`src/rtl/g3f_seq_ctrl.sv`:
```
// g3f_seq_ctrl: run/stop sequencer for the g3f three-phase Johnson ring.
// Each step advances {Qa,Qb,Qc} around a six-state ring, forward or reverse.
// Step period is DIV+1 clocks. A run is either NSTEP steps or continuous (NSTEP=0).
// Handshake: none. START and STOP are levels sampled on every rising edge of SE.
// STEP and DONE are single-cycle pulses that appear in the cycle after their edge.
// All outputs come straight from flops, so the FSM state is visible on BUSY.
module g3f_seq_ctrl #(
    parameter int DIV_W = 8,
    parameter int CNT_W = 8
) (
    input  logic             SE,
    input  logic             RST,
    input  logic             START,
    input  logic             STOP,
    input  logic             DIR,
    input  logic [DIV_W-1:0] DIV,
    input  logic [CNT_W-1:0] NSTEP,
    output logic             Qa,
    output logic             Qb,
    output logic             Qc,
    output logic             P2,
    output logic             BUSY,
    output logic             STEP,
    output logic             DONE,
    output logic [CNT_W-1:0] LEFT
);

    typedef enum logic {
        S_IDLE = 1'b0,
        S_RUN  = 1'b1
    } state_t;

    state_t           state, state_n;
    logic [2:0]       phase, phase_n;
    logic [DIV_W-1:0] presc, presc_n;
    logic [DIV_W-1:0] div_q, div_n;
    logic [CNT_W-1:0] left, left_n;
    logic             cont, cont_n;
    logic             step_q, step_n;
    logic             done_q, done_n;
    logic             busy_q, busy_n;
    logic             p2_q;

    // One step around the Johnson ring. 010 and 101 cannot be reached from
    // reset, but if they ever appear the ring is pulled back to 000.
    function automatic logic [2:0] ring_next(input logic [2:0] cur, input logic fwd);
        logic [2:0] nxt;
        nxt = 3'b000;
        case (cur)
            3'b000: nxt = fwd ? 3'b100 : 3'b001;
            3'b100: nxt = fwd ? 3'b110 : 3'b000;
            3'b110: nxt = fwd ? 3'b111 : 3'b100;
            3'b111: nxt = fwd ? 3'b011 : 3'b110;
            3'b011: nxt = fwd ? 3'b001 : 3'b111;
            3'b001: nxt = fwd ? 3'b000 : 3'b011;
            default: nxt = 3'b000;
        endcase
        return nxt;
    endfunction

    // State register: FSM state, timing counters, phase and registered outputs.
    always_ff @(posedge SE or posedge RST) begin
        if (RST) begin
            state  <= S_IDLE;
            phase  <= 3'b000;
            presc  <= '0;
            div_q  <= '0;
            left   <= '0;
            cont   <= 1'b0;
            step_q <= 1'b0;
            done_q <= 1'b0;
            busy_q <= 1'b0;
            p2_q   <= 1'b1;
        end else begin
            state  <= state_n;
            phase  <= phase_n;
            presc  <= presc_n;
            div_q  <= div_n;
            left   <= left_n;
            cont   <= cont_n;
            step_q <= step_n;
            done_q <= done_n;
            busy_q <= busy_n;
            p2_q   <= ~phase_n[1];
        end
    end

    // Next-state logic. STOP takes priority over a due step, so an abort never
    // moves the phase on its way back to IDLE.
    always_comb begin
        state_n = state;
        phase_n = phase;
        presc_n = presc;
        div_n   = div_q;
        left_n  = left;
        cont_n  = cont;
        step_n  = 1'b0;
        done_n  = 1'b0;
        case (state)
            S_IDLE: begin
                if (START && !STOP) begin
                    state_n = S_RUN;
                    presc_n = DIV;
                    div_n   = DIV;
                    left_n  = NSTEP;
                    cont_n  = (NSTEP == '0);
                end
            end
            S_RUN: begin
                if (STOP) begin
                    state_n = S_IDLE;
                    left_n  = '0;
                end else if (presc != '0) begin
                    presc_n = presc - DIV_W'(1);
                end else begin
                    phase_n = ring_next(phase, DIR);
                    presc_n = div_q;
                    step_n  = 1'b1;
                    if (!cont) begin
                        left_n = left - CNT_W'(1);
                        if (left == CNT_W'(1)) begin
                            state_n = S_IDLE;
                            done_n  = 1'b1;
                        end
                    end
                end
            end
            default: begin
                state_n = S_IDLE;
            end
        endcase
        busy_n = (state_n == S_RUN);
    end

    // Output mapping: every output is taken directly from a flop.
    always_comb begin
        Qa   = phase[2];
        Qb   = phase[1];
        Qc   = phase[0];
        P2   = p2_q;
        BUSY = busy_q;
        STEP = step_q;
        DONE = done_q;
        LEFT = left;
    end

endmodule

```
`config.mk`:
```
export PLATFORM = sky130hd
export DESIGN_NAME = g3f_seq_ctrl
export DESIGN_NICKNAME = d
export VERILOG_FILES = /design/src/rtl/g3f_seq_ctrl.sv
export SDC_FILE = /design/constraint.sdc
export NUM_CORES = 1
export LEC_CHECK = 0
export ABC_AREA = 1
export CAP_MARGIN = 0
export CORE_UTILIZATION = 55
export CTS_CLUSTER_DIAMETER = 80
export DETAILED_ROUTE_END_ITERATION = 8
export MAX_ROUTING_LAYER = met4
export PLACE_DENSITY = 0.87
export SLEW_MARGIN = 20
export SYNTH_ARGS = -nofsm -noshare
export SYNTH_HDL_FRONTEND = slang
export SYNTH_SLANG_ARGS = --single-unit
```
`constraint.sdc`:
```
create_clock -name SE -period 3.2 [get_ports SE]
set_input_delay 0.48 -clock SE [delete_from_list [all_inputs] [get_ports SE]]
set_output_delay 0.48 -clock SE [all_outputs]
set_load 0.03 [all_outputs]
```
==> results by group, run 1 <==
Timing
  • TNS Setup: 0 ns
  • FMAX: 461 MHz
  • Final Setup Violations: 0
  • Max Slew Vio Count: 0
  • Final hold violations: 0
  • Post-layout min period: 2.17 ns
  • Slew headroom: 0.728
  • Unrepaired setup endpoints after global routing: no
  • Hold Slack: 0.516 ns
  • Tightest Pin Transition: 0.407 ns
  • Final Worst Setup Slack: just over 1 ns
  • Tcrit/Tclk final: 0.679
  • Fin Clk Skew: ~0.0092 ns

Die
  • Io pins: 36
  • Die width: approximately 62 microns
  • Starting Density: 0.585
  • Die area: approximately 3800 sq um
  • Die Ht: 62.0 microns
  • Core box area: 3390 sq um
  • Cell row count: 21

Placement
  • Placed instance area: 2350 sq um
  • Placed insts: 350
  • Gp weighted congestion: 0.872
  • DP Worst Slack: 1.08 ns
  • Post-DP HPWL: 3.44 mm
  • Port Buffers: 35

Synthesis
  • Unique masters post-synth: 30
  • Synth area leaders: dfrtp_1 (39%), nand2_1 (15%), inv_1 (6.2%)
  • EDFF count, synth: 0
  • Predominant post-synthesis flop cell: dfrtp_1
  • Yosys warns: 0
  • Asr flop ratio synth: 1.00
  • Compound-Gate Fraction of Synth Area: 0.130
  • Xor-xnor portion of the synthesized cell area: 0.00442
  • Post-synthesis sequential area ratio: 0.404
  • Mux contribution to synthesized area: 0
  • Mapped Area: a little under 2000 sq um
  • Post-synthesis simple-gate area fraction: 0.329
  • Synth Net Count: about 300
  • Syn Inst Count: 274
  • Post-synthesis adder-cell area fraction: 0.0252
  • Largest family of logic cells by synthesized area: simple AND/OR/NAND/NOR gates
  • Avg Synthesized Cell Area: ~7.2 sq um
  • Flops & latches, synth: 32
  • Share of the synthesized area in the top cell type: 0.391
  • Most numerous cell in the Yosys netlist: nand2_1
  • Largest area contributor in the netlist: dfrtp_1
  • Most instantiated cells after synthesis: nand2_1 (80), inv_1 (33), dfrtp_1 (31)

Global routing
  • Initial antenna violation count: 0
  • Largest net degree at the start of global routing: 33
  • Number of global-route vias before repair: ~1700
  • GRT Overall Usage: 0.282
  • First-pass GRT wire length: roughly 7.5 mm
  • Remaining global-route overflow: 0

CTS
  • CTS sink cnt: 32
  • Clock Tree Root: clkbuf_4
  • Clk_lat worst skew: approximately 0.34 ns
  • Post-CTS Setup Bufs: 0
  • Max Buffers Root-to-Sink: 2
  • Num CTS Buffers: 5
  • Clock transition at the registers of the reported paths: 0.10 ns
  • Cts hold-fix bufs: 0
  • Resize count post-CTS: 0
  • CTS tree: built
  • H-tree Lvls: 2

Power
  • Sequential power share: 0.424
  • Max IR drop VDD: around 0.37 mV
  • Clock power share: 0.195
  • P_leak: 1.19 nW
  • P_sw: approximately 0.00054 W
  • Switching Fraction: 0.402
  • Internal: approximately 0.0008 W
  • Comb pwr share: 0.381
  • Power Density: 555 nW/um^2

Critical path
  • Critical path class: flip-flop to output port
  • CP Cell Sequence: clkdlybuf4s50_1
  • Critical Path Max Stage Delay: between 0.7 and 0.8 ns
  • CP endpoint kind: output port
  • WP buf/inv: 1
  • Reg2reg setup slack: approximately 1.3 ns
  • CP max-delay cell: clkdlybuf4s50_1
  • CP arrival: 1.69 ns
  • Worst Path Required: 2.72 ns
  • Startpoint types: flip-flop
  • CP max FO: 9
  • Top Family by Delay on Critical Path: buffers and inverters

Routing
  • Pre-Repair DR Iteration Count: 4
  • Final WL: 4.72 mm
  • Vias per inst: 5.35
  • DRC Markers: 0
  • Detailed Route Iter0 Violations: between 150 and 200
  • Routed via count: 1911
  • Antenna-violating nets left: 0
  • Average wire per standard cell: 13.2 microns

Finish
  • Ant. Diodes: 0
  • Nets: ~340
  • Final std cells w/o fill: 357
  • Layout cells sized above 1: 0.129
  • Fin area: ~2400 sq um
  • Area Growth Syn to Fin: 21.6%

Job
  • Max Cap Viol: 0

Min path
  • Hold Crit Class: flip-flop to flip-flop

Status
  • Status: finished, final reports clean
==> flip-flops by register name, summed over array words and instances (netlist names), named ones only <==
name and flops:
LEFT 8, div_q 8, presc 8, phase 2
BUSY 1, DONE 1, P2 1, STEP 1
cont 1
==> through the flow <==
| step | power [W] | utilization |
|---|---|---|
| after floorplan | 0.000913 | - |
| after global placement | 0.00105 | 0.693 |
| after detailed placement | 0.00108 | 0.693 |
| after CTS | 0.00134 | 0.712 |
| after global routing | 0.00144 | 0.712 |
| final | 0.00134 | 0.712 |
==> logic make-up after synthesis <==
logic type / after synthesis
adders and majority gates: 4
DFF: 32
and+or+nand+nor: 144
xor gates and xnor gates: 1
buffers and inverters: 48
AOI/OAI and AO/OA: 45
==> area by class of cell <==
cell class,instances,area [sq um]
well taps,46,57.6
clock buffers,7,65.1
multi-input cells,194,968
flip-flops and latches,32,802
inverters,42,161
repair buffers,36,358
fillers,257,977
==> per-layer routing <==
metal	wire, microns	track usage
met1	2110	0.355
met2	2260	0.450
met5	0	-
met4	66	0.0825
met3	285	0.0663
==> power groups by stage <==
stage	Combinational, W	Clock [W]	Sequential [W]
2_1_floorplan	0.000306	0	0.000607
3_3_place_gp	0.000486	0	0.000569
3_5_place_dp	0.000504	0	0.000574
4_1_cts	0.000508	0.000264	0.000566
5_1_grt	0.000571	0.000286	0.000579
6_report	0.000510	0.000262	0.000567
==> cell usage in the layout, fill, tap and decap left out, types with 2 or more instances in the layout <==
master and count:
a21oi_1 8, a21oi_2 2, a22oi_1 4, clkbuf_4 5, clkbuf_8 2, clkdlybuf4s50_1 35
dfrtp_1 31, ha_1 4, inv_1 33, inv_2 6, nand2_1 80, nand2_2 6
nand3_1 20, nand4_1 2, nor2_1 21, nor2_2 6, nor2_4 5, nor3_1 2
o21ai_0 20, o21ai_1 6, o21ai_2 3
==> final timing paths <==
| path | cells past startpoint | from | end |
|---|---|---|---|
| worst min register to register | 2 | div_q[5]$_DFFE_PP0P_ | div_q[5]$_DFFE_PP0P_ |
| min in group asynchronous | 3 | RST | presc[3]$_DFFE_PP0P_ |
| max in group asynchronous | 3 | RST | P2$_DFF_PP1_ |
| worst max-delay path | 1 | BUSY$_DFF_PP0_ | BUSY |
| worst min-delay path | 2 | div_q[5]$_DFFE_PP0P_ | div_q[5]$_DFFE_PP0P_ |
| worst max register to register | 10 | presc[0]$_DFFE_PP0P_ | LEFT[2]$_DFFE_PP0P_ |
(Power assumes the default switching activity.)
==> run 2, diff against run 1 <==
- CORE_UTILIZATION: 55 -> 52
- PLACE_DENSITY: 0.87 -> 0.83
- clock period: 3.2 -> 2.2 ns (I/O delays scaled with it)
==> results by group, run 2 (synthesized netlist as in run 1, its figures left out) <==
Status
  • Status: finished, final reports clean

Critical path
  • CP max-delay cell: clkdlybuf4s50_1
  • Critical Path Max Stage Delay: 0.76 ns (about the same)
  • CP arrival: 1.67 ns (-0.02 ns)
  • Critical path class: flip-flop to output port
  • Startpoint types: flip-flop
  • Worst Path Required: 1.87 ns (-0.85 ns)
  • CP Cell Sequence: clkdlybuf4s50_1
  • CP endpoint kind: output port
  • Top Family by Delay on Critical Path: buffers and inverters
  • CP max FO: 9 (unchanged)
  • WP buf/inv: 1 (unchanged)

Global routing
  • Remaining global-route overflow: 0 (unchanged)
  • Number of global-route vias before repair: 1770 (+2.3%)
  • First-pass GRT wire length: 8.02 mm (+6.9%)
  • Grt met3 use: 0.0571 (-0.00911)
  • Met2 usage: 0.394 (-0.0562)
  • Busiest layer in global routing: met2
  • Largest net degree at the start of global routing: 33 (unchanged)
  • Initial antenna violation count: 0 (unchanged)
  • Met1 usage: 0.355 (-0.000773)
  • GRT Overall Usage: 0.268 (-0.0140)

Routing
  • Routed via count: 1850 (-3.2%)
  • Antenna-violating nets left: 0 (unchanged)
  • Pre-Repair DR Iteration Count: 4 (unchanged)
  • Final WL: 4.50 mm (-4.7%)
  • Average wire per standard cell: 12.4 microns (-6.0%)
  • Detailed Route Iter0 Violations: 149 (-22%)
  • DRC Markers: 0 (unchanged)
  • Vias per inst: 5.11 (-4.5%)

Finish
  • Ant. Diodes: 0 (unchanged)
  • Layout cells sized above 1: 0.127 (-0.00123)
  • Fin area: 2440 sq um (+1.3%)
  • Nets: 338 (+0.60%)
  • Commonest non-fill, non-tap cells in the layout: nand2_1 (80), clkdlybuf4s50_1 (35), inv_1 (33)
  • Multi-input gate area: 968 sq um (unchanged)
  • Most common cell after layout, fill and taps aside: nand2_1
  • Storage element area: 802 sq um (unchanged)
  • Area Growth Syn to Fin: 23.3%
  • # fillers: 312 (+21%)

Timing
  • Post-layout min period: 2.00 ns
  • Hold Slack: 0.418 ns (-0.0979 ns)
  • TNS Setup: 0 ns (unchanged)
  • Tcrit/Tclk final: 0.908
  • Unrepaired setup endpoints after global routing: no
  • Fin Clk Skew: 0.0120 ns (+0.00287 ns)
  • Slew headroom: 0.712 (-0.0160)
  • FMAX: 501 MHz
  • Max Slew Vio Count: 0 (unchanged)
  • Final Worst Setup Slack: 0.203 ns (-0.826 ns)
  • Final hold violations: 0 (unchanged)
  • Tightest Pin Transition: 0.431 ns (+0.0240 ns)
  • Final Setup Violations: 0 (unchanged)

Placement
  • Port Buffers: 35 (unchanged)
  • Gp weighted congestion: 0.844 (-3.2%)
  • Post-DP HPWL: 3.26 mm (-5.3%)
  • DP Worst Slack: 0.367 ns (-0.709 ns)
  • Placed instance area: 2360 sq um (+0.75%)

Die
  • Die area: 4060 sq um (+5.6%)
  • Starting Density: 0.542 (-0.0434)
  • Die Ht: 63.8 microns (+2.8%)
  • Core box area: 3660 sq um (+8.0%)
  • Die width: 63.8 microns (+2.8%)
  • Io pins: 36 (unchanged)
  • Cell row count: 22 (+4.8%)

CTS
  • H-tree Lvls: 2 (unchanged)
  • Clock Tree Root: clkbuf_8
  • CTS sink cnt: 32 (unchanged)
  • Num CTS Buffers: 5 (unchanged)
  • Post-CTS Setup Bufs: 0 (unchanged)
  • CTS tree: built
  • Clk_lat worst skew: 0.29 ns (-0.05 ns)
  • Cts hold-fix bufs: 0 (unchanged)
  • Max Buffers Root-to-Sink: 2 (unchanged)
  • Clock transition at the registers of the reported paths: 0.07 ns (-0.03 ns)
  • Resize count post-CTS: 0 (unchanged)

Power
  • Sequential power share: 0.410 (-0.014)
  • Clock power share: 0.218 (+0.023)
  • Final Power: 0.00200 W (+50%)
  • P_sw: 0.000788 W (+46%)
  • Comb pwr share: 0.371 (-0.010)
  • Internal: 0.00121 W (+52%)
  • Power Density: 819 nW/um^2 (+48%)
  • Switching Fraction: 0.393 (-0.00824)
  • Max IR drop VDD: 0.510 mV (+36%)
  • P_leak: 1.20 nW (+1.0%)

Min path
  • Hold Crit Class: primary input to async pin

Job
  • Max Cap Viol: 0 (unchanged)
-- run 2: power groups by stage --
| stage | clock network, W | logic [W] | registers (W) |
|---|---|---|---|
| 6_report | 0.000437 | 0.000743 | 0.000821 |
| 5_1_grt | 0.000476 | 0.000836 | 0.000837 |
| 4_1_cts | 0.000445 | 0.000742 | 0.000819 |
| 3_5_place_dp | 0 | 0.000737 | 0.000829 |
| 3_3_place_gp | 0 | 0.000719 | 0.000824 |
| 2_1_floorplan | 0 | 0.000445 | 0.000883 |
-- run 2: metal layers --
metal,vias to the layer above,wire length (microns),share of wire
met3,8,313,0.070
li1,935,-,-
met1,849,2100,0.47
met4,0,74,0.016
met2,58,2010,0.45
met5,-,0,0
-- run 2: stage by stage --
step	util	std cells
2_1_floorplan	-	274
3_3_place_gp	0.646	354
3_5_place_dp	0.646	354
4_1_cts	0.668	362
5_1_grt	0.668	362
6_report	0.668	362
-- run 2: worst paths after layout --
path,slack (ns),endpoint,cells past startpoint,startpoint
setup / recovery,0.20,BUSY,1,BUSY$_DFF_PP0_
hold / removal,0.42,BUSY$_DFF_PP0_,3,RST
setup reg to reg,0.42,LEFT[5]$_DFFE_PP0P_,10,presc[0]$_DFFE_PP0P_
hold reg to reg,0.50,div_q[6]$_DFFE_PP0P_,2,div_q[6]$_DFFE_PP0P_
max in group asynchronous,1.45,P2$_DFF_PP1_,3,RST
min in group SE,0.50,div_q[6]$_DFFE_PP0P_,2,div_q[6]$_DFFE_PP0P_
-- run 2: area by class of cell --
cell class,instances,share of cell area
sequential,32,0.328
inverter,42,0.0660
timing repair buffer,38,0.153
multi-input combinational,194,0.396
tap,48,0.0246
clock buffer,8,0.0328
-- run 2: tightest hold or removal path, cell delays in order --
cell,delay [ns]
clkdlybuf4s50_1,0.39
inv_1,0.05
buf_4,0.36
==> run 3, diff against run 2 <==
- SKIP_LAST_GASP: unset -> 1
==> results of run 3 <==
Same layout as run 2: the final DEF is identical, and so are final timing and power.
